[src/rtl/calc_pkg.sv]
`default_nettype none
// ============================================================================
//  Module   : calc_pkg
//  Purpose  : Shared widths and state encodings for the calculator multiplier
//             and its requester arbiter.
//  Revision : 1.0
// ============================================================================
package calc_pkg;

    localparam int ANCHO_OP   = 16;
    localparam int ANCHO_PROD = 32;
    localparam int ANCHO_PASO = $clog2(ANCHO_OP);

    typedef enum logic [1:0] {
        LIBRE     = 2'd0,
        ARRANCAR  = 2'd1,
        ESPERAR   = 2'd2,
        RESPONDER = 2'd3
    } estado_arb_t;

    typedef enum logic [1:0] {
        M_REPOSO = 2'd0,
        M_SUMAR  = 2'd1,
        M_FIN    = 2'd2
    } estado_mul_t;

endpackage : calc_pkg
`default_nettype wire

[src/rtl/multiplicador.sv]
`default_nettype none
// ============================================================================
//  Module   : multiplicador
//  Purpose  : Unsigned 16x16 shift-add multiplier, one partial product per
//             cycle, with an iniciar/terminado handshake.
//  Revision : 1.0
// ============================================================================
module multiplicador
    import calc_pkg::*;
(
    input  logic                  clk,
    input  logic                  rst_n,
    input  logic                  iniciar,
    input  logic [ANCHO_OP-1:0]   operando_a,
    input  logic [ANCHO_OP-1:0]   operando_b,
    output logic [ANCHO_PROD-1:0] producto,
    output logic                  terminado
);

    estado_mul_t             r_estado;
    logic [ANCHO_PASO-1:0]   r_paso;
    logic [ANCHO_OP-1:0]     r_b;
    logic [ANCHO_PROD-1:0]   r_acum;
    logic [ANCHO_PROD-1:0]   r_producto;
    logic                    r_terminado;
    logic [ANCHO_PROD-1:0]   w_sumando;

    // operando_a is read live each step; the owner keeps it stable.
    assign w_sumando = ANCHO_PROD'(operando_a) << r_paso;

    always_ff @(posedge clk or negedge rst_n) begin
        if (!rst_n) begin
            r_estado    <= M_REPOSO;
            r_paso      <= '0;
            r_b         <= '0;
            r_acum      <= '0;
            r_producto  <= '0;
            r_terminado <= 1'b0;
        end else begin
            case (r_estado)
                M_REPOSO: begin
                    if (iniciar) begin
                        r_acum      <= '0;
                        r_b         <= operando_b;
                        r_paso      <= '0;
                        r_terminado <= 1'b0;
                        r_estado    <= M_SUMAR;
                    end
                end
                M_SUMAR: begin
                    if (r_b[0]) begin
                        r_acum <= r_acum + w_sumando;
                    end
                    r_b    <= r_b >> 1;
                    r_paso <= r_paso + 1'b1;
                    if (r_paso == ANCHO_PASO'(ANCHO_OP - 1)) begin
                        r_estado <= M_FIN;
                    end
                end
                M_FIN: begin
                    r_producto  <= r_acum;
                    r_terminado <= 1'b1;
                    r_estado    <= M_REPOSO;
                end
                default: r_estado <= M_REPOSO;
            endcase
        end
    end

    assign producto  = r_producto;
    assign terminado = r_terminado;

endmodule : multiplicador
`default_nettype wire

[src/rtl/arbitro_multiplicador.sv]
`default_nettype none
// ============================================================================
//  Module   : arbitro_multiplicador
//  Purpose  : Round-robin arbiter sharing one multiplicador among several
//             requesters, returning each product through valid/accept.
//  Revision : 1.0
// ============================================================================
module arbitro_multiplicador
    import calc_pkg::*;
#(
    parameter int N_SOLICITANTES = 4,
    parameter int ID_W           = $clog2(N_SOLICITANTES)
) (
    input  logic                               clk,
    input  logic                               rst_n,
    input  logic [N_SOLICITANTES-1:0]          sol_valido,
    input  logic [N_SOLICITANTES*ANCHO_OP-1:0] sol_a,
    input  logic [N_SOLICITANTES*ANCHO_OP-1:0] sol_b,
    output logic [N_SOLICITANTES-1:0]          sol_listo,
    output logic [N_SOLICITANTES-1:0]          resp_valido,
    output logic [ANCHO_PROD-1:0]              resp_producto,
    input  logic [N_SOLICITANTES-1:0]          resp_acepta,
    output logic                               ocupado,
    output logic [ID_W-1:0]                    id_activo
);

    localparam logic [N_SOLICITANTES-1:0] C_UNO = {{(N_SOLICITANTES-1){1'b0}}, 1'b1};

    estado_arb_t             r_estado;
    logic [ID_W-1:0]         r_ultimo;
    logic [ID_W-1:0]         r_id;
    logic [ANCHO_OP-1:0]     r_a;
    logic [ANCHO_OP-1:0]     r_b;
    logic                    r_iniciar;
    logic [N_SOLICITANTES-1:0] r_resp_valido;
    logic [ANCHO_PROD-1:0]   r_resp_producto;
    logic                    r_ocupado;

    logic                    w_hay;
    logic                    w_acepta;
    logic [ID_W-1:0]         w_grant;
    logic [ANCHO_OP-1:0]     w_a;
    logic [ANCHO_OP-1:0]     w_b;
    logic [ANCHO_PROD-1:0]   w_producto;
    logic                    w_terminado;

    // First set request after 'ultimo', wrapping modulo N.
    function automatic logic [ID_W-1:0] f_siguiente(
        input logic [N_SOLICITANTES-1:0] valido,
        input logic [ID_W-1:0]           ultimo
    );
        logic [ID_W-1:0] w_sel;
        logic            w_hallado;
        int              w_idx;
        w_sel     = ultimo;
        w_hallado = 1'b0;
        for (int k = 1; k <= N_SOLICITANTES; k++) begin
            w_idx = (int'(ultimo) + k) % N_SOLICITANTES;
            if (!w_hallado && valido[ID_W'(w_idx)]) begin
                w_sel     = ID_W'(w_idx);
                w_hallado = 1'b1;
            end
        end
        return w_sel;
    endfunction

    always_comb begin
        w_hay    = |sol_valido;
        w_grant  = f_siguiente(sol_valido, r_ultimo);
        w_acepta = (r_estado == LIBRE) && w_hay;
        w_a      = '0;
        w_b      = '0;
        for (int i = 0; i < N_SOLICITANTES; i++) begin
            if (ID_W'(i) == w_grant) begin
                w_a = sol_a[i*ANCHO_OP +: ANCHO_OP];
                w_b = sol_b[i*ANCHO_OP +: ANCHO_OP];
            end
        end
        sol_listo = w_acepta ? (C_UNO << w_grant) : '0;
    end

    always_ff @(posedge clk or negedge rst_n) begin
        if (!rst_n) begin
            r_estado        <= LIBRE;
            r_ultimo        <= ID_W'(N_SOLICITANTES - 1);
            r_id            <= '0;
            r_a             <= '0;
            r_b             <= '0;
            r_iniciar       <= 1'b0;
            r_resp_valido   <= '0;
            r_resp_producto <= '0;
            r_ocupado       <= 1'b0;
        end else begin
            case (r_estado)
                LIBRE: begin
                    if (w_acepta) begin
                        r_a       <= w_a;
                        r_b       <= w_b;
                        r_id      <= w_grant;
                        r_ultimo  <= w_grant;
                        r_ocupado <= 1'b1;
                        // A zero operand needs no multiplication at all.
                        if (w_a == '0 || w_b == '0) begin
                            r_resp_producto <= '0;
                            r_resp_valido   <= C_UNO << w_grant;
                            r_estado        <= RESPONDER;
                        end else begin
                            r_iniciar <= 1'b1;
                            r_estado  <= ARRANCAR;
                        end
                    end
                end
                ARRANCAR: begin
                    // terminado may still be high from the previous product.
                    r_iniciar <= 1'b0;
                    r_estado  <= ESPERAR;
                end
                ESPERAR: begin
                    if (w_terminado) begin
                        r_resp_producto <= w_producto;
                        r_resp_valido   <= C_UNO << r_id;
                        r_estado        <= RESPONDER;
                    end
                end
                RESPONDER: begin
                    if (resp_acepta[r_id]) begin
                        r_resp_valido <= '0;
                        r_ocupado     <= 1'b0;
                        r_estado      <= LIBRE;
                    end
                end
                default: r_estado <= LIBRE;
            endcase
        end
    end

    multiplicador u_multiplicador (
        .clk        (clk),
        .rst_n      (rst_n),
        .iniciar    (r_iniciar),
        .operando_a (r_a),
        .operando_b (r_b),
        .producto   (w_producto),
        .terminado  (w_terminado)
    );

    assign resp_valido   = r_resp_valido;
    assign resp_producto = r_resp_producto;
    assign ocupado       = r_ocupado;
    assign id_activo     = r_id;

endmodule : arbitro_multiplicador
`default_nettype wire

[config.mk]
export PLATFORM = sky130hd
export DESIGN_NAME = arbitro_multiplicador
export DESIGN_NICKNAME = d
export VERILOG_FILES = /design/src/rtl/calc_pkg.sv /design/src/rtl/multiplicador.sv /design/src/rtl/arbitro_multiplicador.sv
export SDC_FILE = /design/constraint.sdc
export NUM_CORES = 1
export LEC_CHECK = 0
export ABC_AREA = 1
export CORE_MARGIN = 1.5
export CORE_UTILIZATION = 49
export CTS_BUF_LIST = sky130_fd_sc_hd__clkbuf_16
export DETAILED_ROUTE_END_ITERATION = 10
export GPL_TIMING_DRIVEN = 0
export PLACE_DENSITY = 0.78
export SYNTH_ARGS = -nofsm -noshare
export SYNTH_HDL_FRONTEND = slang
export SYNTH_SLANG_ARGS = --single-unit
[constraint.sdc]
create_clock -name clk -period 3.26 [get_ports clk]
set_input_delay 0.489 -clock clk [delete_from_list [all_inputs] [get_ports clk]]
set_output_delay 0.489 -clock clk [all_outputs]
set_load 0.005 [all_outputs]
==> impl_metrics.yaml <==
synthesis:
  syn_area_per_cell_um2: 7.07
  yosys_warnings: 0
  synth_top_area_share_pct: 39.9
  synth_seq_area_share_pct: 40.4
  yosys.area.top_type: "dfrtp_1"
  synth_edf_count: 0
  ys.flop_type: "dfrtp_1"
  async_flop_share_pct: 100
  syn_inst: 1429
  yosysMostFrequentCell: "nand2_1"
  synthDistinctLibCells: 43
  synthTopCellsByArea: "dfrtp_1 (40%), nand2_1 (19%), o21ai_0 (6.5%)"
  synth.ff_latch_count: 163
  synth_commonest_cells: "nand2_1 (513), dfrtp_1 (161), o21ai_0 (132)"
  synth_area_um2: 10100
  synth_nets: 1605
timing:
  slew-limit-headroom_pct: 38.1
  fmax_mhz: 285
  maxSlewViolCount: 0
  fin_crit_ns: 3.51
  clock_skew_ns: 0.00762
  tightest_slew_ns: 0.925
  fin_crit_sh_pct: 108
  final_hold_viol_count: 0
  fin_tns_setup_ns: -2.78
  rsz0062_at_grt: "yes"
  setup_viol: 42
  setup_ws_ns: -0.250
die:
  start_util_pct: 49.9
  ios: 181
  num_rows: 52
  die_w_um: 147
  die_area_um2: 21500
  core_area_um2: 20200
  die_h_um: 147
detailed_routing:
  routed_wl_mm: 36.1
  ant_nets: 0
  drt_first_pass_iters: 6
  wl_per_cell_um: 18.0
  via_count: 11454
  dr.first_iter.drc_count: 1006
  drcViolationCount: 0
  routed_via_density: 5.73
status:
  status: "finished with violations"
  violations: "setup timing"
global_routing:
  overflow: 0
  grtUsageTotal_pct: 30.9
  grt_pass1_vias: 10768
  antenna_found_initial: 1
  grt_pass1_wl_mm: 52.7
  grt_max_degree: 119
worst_setup_path:
  crit_path_max_fanout: 7
  worst_ep_arrival_time_ns: 3.84
  cp.required_ns: 3.59
  startpoint_type: "flip-flop"
  path_delay_family: "compound AO/OA/AOI/OAI gates"
  cpPeakStageDelay_ns: 0.44
  crit_type: "flip-flop to flip-flop"
  cp-end-kind: "flip-flop"
  cp.buffers_inverters: 3
  crit_path_frequent_cell: "nand2_2"
  r2r_slack_ns: -0.25
  crit_path_top_delay_cell: "dfrtp_1"
place:
  place_hpwl_mm: 24.6
  globalplace.congestion: 0.922
  dp.cells: 1880
  port_buffers: 180
clock_network:
  cts_num_sinks: 163
  cts_buffers: 17
  cts_tree: "done"
  cts-root-buf: "clkbuf_16"
  clk_pin_slew_ns: 0.06
  cts_buffer_depth: 2
  ctsHtreeMaxLevel: 4
  clk_latency_ns: 0.44
finish:
  fin_nets: 1891
  fillCellCount: 1536
  fin_cells: 1998
  final_layout_size_suffix_gt1_share_pct: 20.5
  syn_to_final_growth_pct: 44.8
min_path:
  hp-class: "flip-flop to flip-flop"
job:
  cap_violations: 0
-- through the flow --
stage / area, um^2 / setup WS (ns) / util (%) / hold WS [ns]
6_report: 14600 / -0.250 / 72.3 / 0.467
4_1_cts: 13500 / -0.0509 / 66.7 / 0.473
2_1_floorplan: 10100 / 0.147 / - / 0.193
3_3_place_gp: 12200 / -4.76 / 60.5 / 0.455
5_1_grt: 14600 / -0.462 / 72.3 / 0.503
3_5_place_dp: 12300 / -0.793 / 60.7 / 0.407
-- final timing paths --
kind                                           startpoint                          to  depth (start not counted)
worst min-delay path                     resp_producto[1]            resp_producto[1]                          2
worst max-delay path            u_multiplicador.r_paso[0]  u_multiplicador.r_acum[31]                         25
min in group asynchronous                           rst_n           resp_producto[17]                          2
worst min register to register           resp_producto[1]            resp_producto[1]                          2
max in group asynchronous                           rst_n   u_multiplicador.r_paso[1]                          3
worst max register to register  u_multiplicador.r_paso[0]  u_multiplicador.r_acum[31]                         25
-- sequential cells by signal, indices dropped and copies added, names as in the netlist --
name / flops
u_multiplicador.r_b: 16
u_multiplicador.r_paso: 4
ocupado: 1
r_a: 16
u_multiplicador.r_estado: 2
u_multiplicador.r_acum: 32
u_multiplicador.terminado: 1
r_b: 16
resp_valido: 4
r_iniciar: 1
r_estado: 2
resp_producto: 32
u_multiplicador.producto: 32
id_activo: 2
r_ultimo: 2
-- area by class of cell --
class	count	area [um^2]	share of cell area, %
Clock inverter	14	140	0.958
Tap cell	270	338	2.31
Buffer	71	504	3.45
Timing Repair Buffer	270	2590	17.7
Antenna cell	1	2.50	0.0171
Sequential cell	163	4080	27.9
Inverter	110	427	2.92
Clock buffer	17	425	2.91
Multi-Input combinational cell	1082	6120	41.8
-- per-layer routing --
metal / vias to the layer above / routed length [um] / track usage, %
met4: 0 / 2140 / 15.2
li1: 5365 / - / -
met2: 602 / 17700 / 53.9
met3: 147 / 2630 / 5.53
met1: 5340 / 13600 / 36.6
met5: - / 0 / 0
-- what timing repair did --
item | in CTS | in global routing
hold endpoints to repair | 45 | 0
resized for setup | 132 | 219
setup buffers | 42 | 37
setup endpoints to repair | 62 | 58
hold buffers | 1 | 0
pin swaps | 47 | 99
cloned | 2 | 7
-- cell families (layout without fill, tap and decap cells) --
kind of cell               after synthesis  count (layout)  share of synthesized area, %
AOI/OAI and AO/OA                      240             240                          13.0
xor gates and xnor gates                 2               2                         0.173
adders and majority gates               38              38                          4.78
buffers and inverters                  184             482                          7.83
DFF                                    163             163                          40.4
other                                    0               1                             0
and+or+nand+nor                        802             802                          33.8
-- layout by cell type (no fill, tap or decap), types with 4 or more instances in the layout --
cell type | Yosys | routed
clkinv_4 | 0 | 4
o211ai_1 | 8 | 8
nand2_4 | 0 | 16
clkbuf_2 | 0 | 5
o21ai_0 | 132 | 75
a31oi_1 | 6 | 5
nand3_2 | 5 | 14
clkdlybuf4s50_1 | 0 | 175
o22ai_1 | 14 | 14
nor2_1 | 84 | 67
inv_2 | 3 | 10
dlygate4sd2_1 | 0 | 4
clkbuf_1 | 42 | 31
buf_4 | 5 | 79
nand3_4 | 0 | 5
nand2_1 | 513 | 456
clkbuf_16 | 0 | 21
buf_8 | 0 | 12
o21ai_4 | 0 | 8
nand3_1 | 97 | 83
o21ai_1 | 1 | 21
dfrtp_1 | 161 | 160
a21oi_2 | 0 | 18
o21a_1 | 4 | 4
buf_2 | 15 | 9
o21ai_2 | 1 | 30
buf_6 | 8 | 13
nand2_2 | 7 | 48
nand4_1 | 81 | 81
inv_1 | 105 | 98
nor2_4 | 0 | 9
ha_4 | 0 | 9
nor2_2 | 2 | 10
a21oi_1 | 58 | 39
ha_1 | 37 | 27
-- worst register-to-register path, cell delays in order, from the launching register on --
cell,delay (ns)
dfrtp_1,0.44
inv_2,0.16
nand2_1,0.08
nand2_1,0.11
inv_2,0.08
o21ai_4,0.17
nand2_2,0.08
o21ai_2,0.10
nand2_1,0.07
o21ai_1,0.10
ha_1,0.32
a21oi_2,0.21
inv_1,0.10
a31oi_1,0.19
o21ai_1,0.14
a21oi_1,0.22
nand2_2,0.12
nand2_2,0.08
nand2_2,0.07
nand2_2,0.06
nand2_2,0.06
nand3b_1,0.10
nand2_2,0.09
nand2_2,0.10
a21oi_2,0.06
o21a_1,0.12
Power is left out: the tool's default activity adds up to more than one toggle a clock period on the data nets, which glitch-free logic cannot reach.
